`config.mk`:
```
export PLATFORM = sky130hd
export DESIGN_NAME = mem_arbiter
export DESIGN_NICKNAME = d
export VERILOG_FILES = /design/src/rtl/mem_arb_pkg.sv /design/src/rtl/mem_arb_rsp_slot.sv /design/src/rtl/mem_arbiter.sv
export SDC_FILE = /design/constraint.sdc
export NUM_CORES = 1
export LEC_CHECK = 0
export BUFFER_PORTS_ARGS = -buffer_cell sky130_fd_sc_hd__buf_2
export CORE_MARGIN = 2
export CORE_UTILIZATION = 35
export DETAILED_ROUTE_END_ITERATION = 7
export MAX_ROUTING_LAYER = met4
export PLACE_DENSITY_LB_ADDON = 0.08
export SLEW_MARGIN = 0
export SYNTH_ARGS = -nofsm -noshare
export SYNTH_HDL_FRONTEND = slang
export SYNTH_HIERARCHICAL = 1
export SYNTH_SLANG_ARGS = --single-unit
```
`constraint.sdc`:
```
create_clock -name clk -period 3.58 [get_ports clk]
set_input_delay 0.179 -clock clk [delete_from_list [all_inputs] [get_ports clk]]
set_output_delay 0.179 -clock clk [all_outputs]
set_load 0.02 [all_outputs]
```
`src/rtl/mem_arb_pkg.sv`:
```
// Shared types and helpers for the instruction/data memory arbiter.
// Latency: n/a (types, constants and a pure combinational function).
// Backpressure: n/a.
package mem_arb_pkg;

   typedef enum logic {
      GRANT_I = 1'b0,
      GRANT_D = 1'b1
   } grant_t;

   localparam int DATA_W = 32;
   localparam int STRB_W = DATA_W / 8;

   // Per byte lane: take new_word where the strobe is set, otherwise keep old_word.
   function automatic logic [DATA_W-1:0] merge_strb(
      input logic [DATA_W-1:0] old_word,
      input logic [DATA_W-1:0] new_word,
      input logic [STRB_W-1:0] strb
   );
      logic [DATA_W-1:0] merged;
      merged = old_word;
      for (int b = 0; b < STRB_W; b++) begin
         if (strb[b]) begin
            merged[8*b +: 8] = new_word[8*b +: 8];
         end
      end
      return merged;
   endfunction

endpackage

```
`src/rtl/mem_arb_rsp_slot.sv`:
```
// Single-entry response register for one arbiter port.
// Latency: loaded response is visible one cycle after the accept edge.
// Backpressure: data/err hold while rsp_valid && !rsp_ready; reload and drain may coincide.
//
// Ports:
//   clk, resetn        clock, asynchronous active-low reset
//   load               an access on this port is accepted this cycle
//   load_data/err      response contents captured on load
//   rsp_ready          consumer takes the response this cycle
//   rsp_valid/data/err registered response towards the consumer
module mem_arb_rsp_slot #(
   parameter int DATA_W = 32
) (
   input  logic              clk,
   input  logic              resetn,
   input  logic              load,
   input  logic [DATA_W-1:0] load_data,
   input  logic              load_err,
   input  logic              rsp_ready,
   output logic              rsp_valid,
   output logic [DATA_W-1:0] rsp_data,
   output logic              rsp_err
);

   // The arbiter only loads when the slot is empty or draining, so a load
   // always wins over the clear without losing a response.
   always_ff @(posedge clk or negedge resetn) begin
      if (!resetn) begin
         rsp_valid <= 1'b0;
         rsp_data  <= '0;
         rsp_err   <= 1'b0;
      end else if (load) begin
         rsp_valid <= 1'b1;
         rsp_data  <= load_data;
         rsp_err   <= load_err;
      end else if (rsp_ready) begin
         rsp_valid <= 1'b0;
      end
   end

endmodule

```
`src/rtl/mem_arbiter.sv`:
```
// Round-robin arbiter sharing one combinational-read word memory between fetch and load/store.
// Latency: one access per cycle; response registered one cycle after accept.
// Backpressure: a port with an unconsumed response is not eligible; the other port takes every grant.
//
// Ports:
//   clk, resetn                               clock, asynchronous active-low reset
//   i_req_* / i_addr, i_rsp_*                 fetch request (read-only) and response
//   d_req_* / d_addr/we/wstrb/wdata, d_rsp_*  load/store request and response (stores return old word)
//   mem_addr/wdata/we, mem_rdata              direct connection to the memory
module mem_arbiter #(
   parameter int ADDR_W = 32,
   parameter int DATA_W = 32
) (
   input  logic                clk,
   input  logic                resetn,

   input  logic                i_req_valid,
   output logic                i_req_ready,
   input  logic [ADDR_W-1:0]   i_addr,
   output logic                i_rsp_valid,
   input  logic                i_rsp_ready,
   output logic [DATA_W-1:0]   i_rsp_data,
   output logic                i_rsp_err,

   input  logic                d_req_valid,
   output logic                d_req_ready,
   input  logic [ADDR_W-1:0]   d_addr,
   input  logic                d_we,
   input  logic [DATA_W/8-1:0] d_wstrb,
   input  logic [DATA_W-1:0]   d_wdata,
   output logic                d_rsp_valid,
   input  logic                d_rsp_ready,
   output logic [DATA_W-1:0]   d_rsp_data,
   output logic                d_rsp_err,

   output logic [ADDR_W-1:0]   mem_addr,
   output logic [DATA_W-1:0]   mem_wdata,
   output logic                mem_we,
   input  logic [DATA_W-1:0]   mem_rdata
);

   import mem_arb_pkg::*;

   logic   i_elig, d_elig;
   logic   gnt_i, gnt_d;
   logic   mis_i, mis_d;
   grant_t last_grant;

   // A port may issue only if its response slot is free or draining this cycle.
   assign i_elig = i_req_valid && (!i_rsp_valid || i_rsp_ready);
   assign d_elig = d_req_valid && (!d_rsp_valid || d_rsp_ready);

   assign mis_i = (i_addr[1:0] != 2'b00);
   assign mis_d = (d_addr[1:0] != 2'b00);

   always_comb begin
      gnt_i = 1'b0;
      gnt_d = 1'b0;
      if (i_elig && d_elig) begin
         if (last_grant == GRANT_D) begin
            gnt_i = 1'b1;
         end else begin
            gnt_d = 1'b1;
         end
      end else if (i_elig) begin
         gnt_i = 1'b1;
      end else if (d_elig) begin
         gnt_d = 1'b1;
      end
   end

   assign i_req_ready = gnt_i;
   assign d_req_ready = gnt_d;

   // Store data is merged against the current word so partial-strobe writes
   // become a single full-word write on the accept edge.
   always_comb begin
      mem_addr  = '0;
      mem_wdata = '0;
      mem_we    = 1'b0;
      if (gnt_i) begin
         mem_addr  = i_addr;
         mem_wdata = merge_strb(mem_rdata, d_wdata, d_wstrb);
      end else if (gnt_d) begin
         mem_addr  = d_addr;
         mem_wdata = merge_strb(mem_rdata, d_wdata, d_wstrb);
         // resetn gating keeps the memory untouched while the block is held in reset.
         mem_we    = d_we && (|d_wstrb) && !mis_d && resetn;
      end
   end

   always_ff @(posedge clk or negedge resetn) begin
      if (!resetn) begin
         last_grant <= GRANT_D;
      end else if (gnt_i) begin
         last_grant <= GRANT_I;
      end else if (gnt_d) begin
         last_grant <= GRANT_D;
      end
   end

   mem_arb_rsp_slot #(.DATA_W(DATA_W)) u_i_slot (
      .clk       (clk),
      .resetn    (resetn),
      .load      (gnt_i),
      .load_data (mis_i ? '0 : mem_rdata),
      .load_err  (mis_i),
      .rsp_ready (i_rsp_ready),
      .rsp_valid (i_rsp_valid),
      .rsp_data  (i_rsp_data),
      .rsp_err   (i_rsp_err)
   );

   mem_arb_rsp_slot #(.DATA_W(DATA_W)) u_d_slot (
      .clk       (clk),
      .resetn    (resetn),
      .load      (gnt_d),
      .load_data (mis_d ? '0 : mem_rdata),
      .load_err  (mis_d),
      .rsp_ready (d_rsp_ready),
      .rsp_valid (d_rsp_valid),
      .rsp_data  (d_rsp_data),
      .rsp_err   (d_rsp_err)
   );

endmodule

```
Yosys cells after proc, flatten, opt, wreduce, memory -nomap -nowiden
Index checks and enable logic that the tools add are counted.
{"block": "word_totals", "regBits": 69, "in_bits": 139, "output_inout_bits": 135}
{"block": "classes", "muxes": 25, "reduce_logical": 17}
{"op": "32-bit two-way mux", "count": 6}
{"op": "8-bit two-way mux", "count": 4}
{"op": "1-bit two-way mux", "count": 15}
{"op": "2-bit nonzero test", "count": 5}
{"op": "1-bit logical AND", "count": 6}
{"op": "4-bit OR reduction", "count": 1}
{"op": "1-bit zero test", "count": 3}
{"op": "1-bit logical OR", "count": 2}

Longest topological paths before layout
{"block": "logic_depth", "ltp_word": 8, "mapped_depth": 6}

Hierarchy
Netlist, hierarchy kept.
{"module": "mem_arb_rsp_slot", "instances": 2, "cells_per_inst": 73, "area_per_inst_um2": 1413.9, "seq_area_each_um2": 850.8}
{"module": "mem_arbiter", "instances": 1, "cells_per_inst": 197, "area_per_inst_um2": 1353.8, "seq_area_each_um2": 26.3}

Worst setup path before layout
No wires, ideal clock.
{"block": "synth_path", "kind": "register -> register", "start": "register u_d_slot.rsp_valid", "end": "register u_d_slot.rsp_data[0]", "arrival_time_ps": 1909, "setup_slack_ps": 1546, "path_stages_with_launch": 7, "n_path_buf": 3, "synth_period_minus_slack_ps": 2034, "path_cell_list": "dfrtp_1 > nor2b_1 > a311oi_4 > buf_2 > buf_6 > buf_12 > mux2_4"}
{"block": "synth_between", "elab_chain_cells": 6, "elab_cells_between_ends": 7, "cone_classes": "3 x mux; 4 x reduce/logical"}
{"element": "start: declaration", "line_no": "mem_arb_rsp_slot.sv:20", "rtl": "output logic rsp_valid,"}
{"element": "start signal: assignment", "line_no": "mem_arb_rsp_slot.sv:29", "rtl": "rsp_valid <= 1'b0;"}
{"element": "start signal: assignment", "line_no": "mem_arb_rsp_slot.sv:33", "rtl": "rsp_valid <= 1'b1;"}
{"element": "start signal: assignment", "line_no": "mem_arb_rsp_slot.sv:37", "rtl": "rsp_valid <= 1'b0;"}
{"element": "1-bit zero test *", "line_no": "mem_arbiter.sv:51", "rtl": "assign d_elig = d_req_valid && (!d_rsp_valid || d_rsp_ready);"}
{"element": "1-bit logical OR *", "line_no": "mem_arbiter.sv:51"}
{"element": "1-bit logical AND *", "line_no": "mem_arbiter.sv:51"}
{"element": "1-bit two-way mux", "line_no": "mem_arbiter.sv:67", "rtl": "end else if (d_elig) begin"}
{"element": "1-bit two-way mux", "line_no": "mem_arbiter.sv:65", "rtl": "end else if (i_elig) begin"}
{"element": "1-bit two-way mux *", "line_no": "mem_arbiter.sv:59", "rtl": "if (i_elig && d_elig) begin"}
{"element": "via d_req_ready", "line_no": "mem_arbiter.sv:26", "rtl": "output logic d_req_ready,"}
{"element": "end signal: assignment", "line_no": "mem_arb_rsp_slot.sv:34", "rtl": "rsp_data <= load_data;"}
{"element": "end: declaration", "line_no": "mem_arb_rsp_slot.sv:21", "rtl": "output logic [DATA_W-1:0] rsp_data,"}
Mark *: on every way through the listed nets, which the timed path passes. The rest lies on a longest branch.
A chain may end at the register's enable or synchronous reset.

Final worst setup path
{"block": "layout_path", "start": "register u_d_slot.rsp_valid", "end": "output mem_addr[12]"}
{"block": "layout_between", "elab_chain_cells": 8, "elab_cells_between_ends": 10, "cone_classes": "6 x mux; 4 x reduce/logical"}
{"element": "1-bit zero test *", "line_no": "mem_arbiter.sv:51"}
{"element": "1-bit logical OR *", "line_no": "mem_arbiter.sv:51"}
{"element": "1-bit logical AND *", "line_no": "mem_arbiter.sv:51"}
{"element": "1-bit two-way mux", "line_no": "mem_arbiter.sv:67"}
{"element": "1-bit two-way mux", "line_no": "mem_arbiter.sv:65"}
{"element": "1-bit two-way mux", "line_no": "mem_arbiter.sv:59"}
{"element": "32-bit two-way mux", "line_no": "mem_arbiter.sv:84", "rtl": "end else if (gnt_d) begin"}
{"element": "32-bit two-way mux *", "line_no": "mem_arbiter.sv:81", "rtl": "if (gnt_i) begin"}
{"element": "end: declaration", "line_no": "mem_arbiter.sv:36", "rtl": "output logic [ADDR_W-1:0] mem_addr,"}
Mark *: on every way between the ends. The rest lies on a longest branch, timed or not.

==> summary.md <==
| Metric | Value |
|---|---|
| Worst hold start | i_rsp_ready |
| Worst reg-to-reg path cell count | 3 |
| Final Wtd Congestion | 0.779 |
| WP depth | 4 |
| GRT overflow | 0 |
| Chip width | 113 um |
| Worst Hold Class | input port to flip-flop |
| WHS Endpoint | u_i_slot/rsp_valid$_DFFE_PN0P_ |
| Critical path class | flip-flop to output pin |
| Crit path cell chain | nor2b_1 -> o311a_4 -> a22o_1 -> buf_2 |
| Max cap viols | 0 |
| Drt wl/cell | 17.7 um |
| Worst r2r src | u_d_slot/rsp_valid$_DFFE_PN0P_ |
| Reg clk slew, reported paths | 0.06 ns |
| R2r setup slk | 1.47 ns |
| I/O pin count | 274 |
| Peak supply drop | 0.000202 V |
| RR Endpoint | u_i_slot/rsp_err$_DFFE_PN0P_ |
| Fill cell count | 1086 |
| RSZ-0062 raised after global routing | no |
| Synth Warn # | 6 |
| Clk sink count | 69 |
| CTS tree | done |
| Die Ht | 113 um |
| CTS Buf Count | 9 |
| Detailed router's first-iteration violation count | 133 |
| Antenna-violating nets left | 0 |
| Port buffer count | 273 |
| Ratio of cells with drive above 1 in the final layout | 60.3% |
| Final nets | 746 |
| Clock latency on the worst-skew pair | 0.33 ns |
| Core Area | 11500 um2 |
| Leak | 3.40 nW |
| Area after DPL | 5570 um2 |
| Mapped cell area | 4180 um2 |
| Max Root-Sink Buffers | 2 |
| GRT Util Overall | 20.9% |
| DRC | 0 |
| Cell Rows | 39 |
| Crit path max fanout | 67 |
| Mapped Nets | 482 |
| Worst-Margin Slew | 1.01 ns |
| Max incr delay on CP | 0.89 ns |
| Total wire length | 13300 um |
| CP endpoint kind | output pin |
| Sequential area share after synthesis | 41.3% |
| Syn_area_per_cell | 12.2 um2 |
| Cell variety after synth | 26 |
| Status | complete, no violations |
| Headroom to the max-slew limit | 32.5% |
| CTS root buf | clkbuf_16 |
| Final Cycle Share | 70.8% |
| Final instance area | 5880 um2 |
| Clock Skew | 0.0112 ns |
| TNS Setup | 0 ns |
| Startpoint types | flip-flop |
| Final HPWL DP | 9970 um |
| Commonest non-fill, non-tap cell in the layout | buf_2 |
| Slowest stage cell, crit path | o311a_4 |
| Cell count after synthesis | 343 |
| Area delta synth->final | 40.6% |
| Antenna cells | 0 |
| Worst Path Arrival | 2.36 ns |
| Most frequent cells in the layout | 272 x buf_2, 68 x dfrtp_1, 64 x and2_1 |
| CP top delay family | compound AO/OA/AOI/OAI gates |
| Via count | 3622 |
| Starting Density | 36.3% |
| Fin. max-slew vios | 0 |
| CP bufs+invs | 1 |
| Final setup fails | 0 |
| Initial antenna violation count | 0 |
| Final Hold Viols | 0 |
| Drt via density | 4.80 |
| Seq cells post-synth | 69 |
| Die area | 12800 um2 |
| F_max | 395 MHz |
| Fin crit period | 2.53 ns |
| Hold Path Stages | 3 |
| Pwr/cell area | 490 nW/um2 |
| Vias in the first global route | 3562 |
| Required time worst endpoint | 3.40 ns |
| Largest net degree at the start of global routing | 68 |
| Global-route wire length before repair | 20100 um |
| H-tree levels | 3 |
| DRT Pass-1 Iters | 4 |
| Start point of the critical path | u_d_slot/rsp_valid$_DFFE_PN0P_ |
[metal layers]
metal	track usage (%)	vias to the layer above	share of wire [%]
met2	36.2	141	51
met1	24.6	1745	42
met4	6.02	0	1.3
met3	4.18	12	6.2
li1	-	1724	-
met5	-	-	0
[synth_stat cells]
library cell	count	area, um2
a21oi_1	1	5.00
nand2b_4	1	13.8
a31o_1	1	8.76
nor3b_1	1	7.51
nor2b_1	1	6.26
and2_1	64	400
inv_2	1	3.75
a22oi_1	1	7.51
mux2_4	58	871
buf_12	6	120
dfrtp_1	68	1700
nor4_1	1	6.26
nand3_1	1	5.00
a311oi_4	1	26.3
nor2_1	34	128
clkbuf_1	11	41.3
mux2i_1	32	320
buf_6	2	22.5
dfstp_2	1	26.3
inv_1	5	18.8
buf_2	8	40.0
a21o_1	2	15.0
o311a_1	1	10.0
mux2_2	8	90.1
a22o_1	32	280
nand2b_1	1	6.26
[power breakdown]
group | internal [W] | switching (W) | total [W]
logic | 0.000447 | 0.000590 | 0.00104
clock network | 0.000541 | 0.000348 | 0.000889
registers | 0.000891 | 0.0000640 | 0.000955
[registers in the layout, indices dropped and copies added, names as in the netlist]
register / flops
last_grant: 1
u_d_slot/rsp_data: 32
u_d_slot/rsp_err: 1
u_d_slot/rsp_valid: 1
u_i_slot/rsp_data: 32
u_i_slot/rsp_err: 1
u_i_slot/rsp_valid: 1
[worst max path at each step]
stage,to,slack [ns]
2_1_floorplan,u_d_slot/rsp_data[0]$_DFFE_PN0P_,1.55
3_3_place_gp,mem_addr[30],1.43
3_5_place_dp,mem_addr[12],1.36
4_1_cts,mem_addr[12],1.02
5_1_grt,mem_addr[16],0.90
6_report,mem_addr[12],1.05
[logic make-up (layout without fill, tap and decap cells)]
logic type,after synthesis,in the layout,share of synthesized area [%]
compound gates,39,39,8.44
simple gates,104,104,13.7
buf+inv,33,302,5.89
mux,98,98,30.6
flops,69,69,41.3
[metrics by stage]
| step | std cells | power, W | util (%) | setup slack [ns] | hold slack, ns |
|---|---|---|---|---|---|
| floorplan | 343 | 0.00167 | - | 1.55 | -0.117 |
| global placement | 738 | 0.00201 | 48.4 | 1.43 | 0.185 |
| detailed placement | 738 | 0.00202 | 48.4 | 1.36 | 0.185 |
| CTS | 755 | 0.00292 | 51.1 | 1.02 | 0.125 |
| global route | 755 | 0.00303 | 51.1 | 0.901 | 0.123 |
| finish | 755 | 0.00288 | 51.1 | 1.05 | 0.137 |
[timing repair]
action	4_1_cts	5_1_grt
resized for setup	0	0
buffers inserted	0	0
hold buffers	1	0
endpoints found under the hold margin	36	0
[worst register-to-register path, delay by kind of cell, from the launching register on]
family / cells / cell delay, ns
AO/OA/AOI/OAI: 1 / 0.89
multiplexers: 1 / 0.44
flip-flops: 1 / 0.37
AND/OR/NAND/NOR: 1 / 0.30
[area by class of cell]
class,instances,area [um2],share of cell area (%)
Tap cell,143,179,3.04
Timing Repair Buffer,280,1420,24.2
Inverter,6,22.5,0.383
Clock buffer,9,225,3.83
Multi-Input combinational cell,241,2230,37.9
Sequential cell,69,1730,29.4
Clock inverter,7,73.8,1.26
No activity file was read; power rests on OpenSTA's default activity.
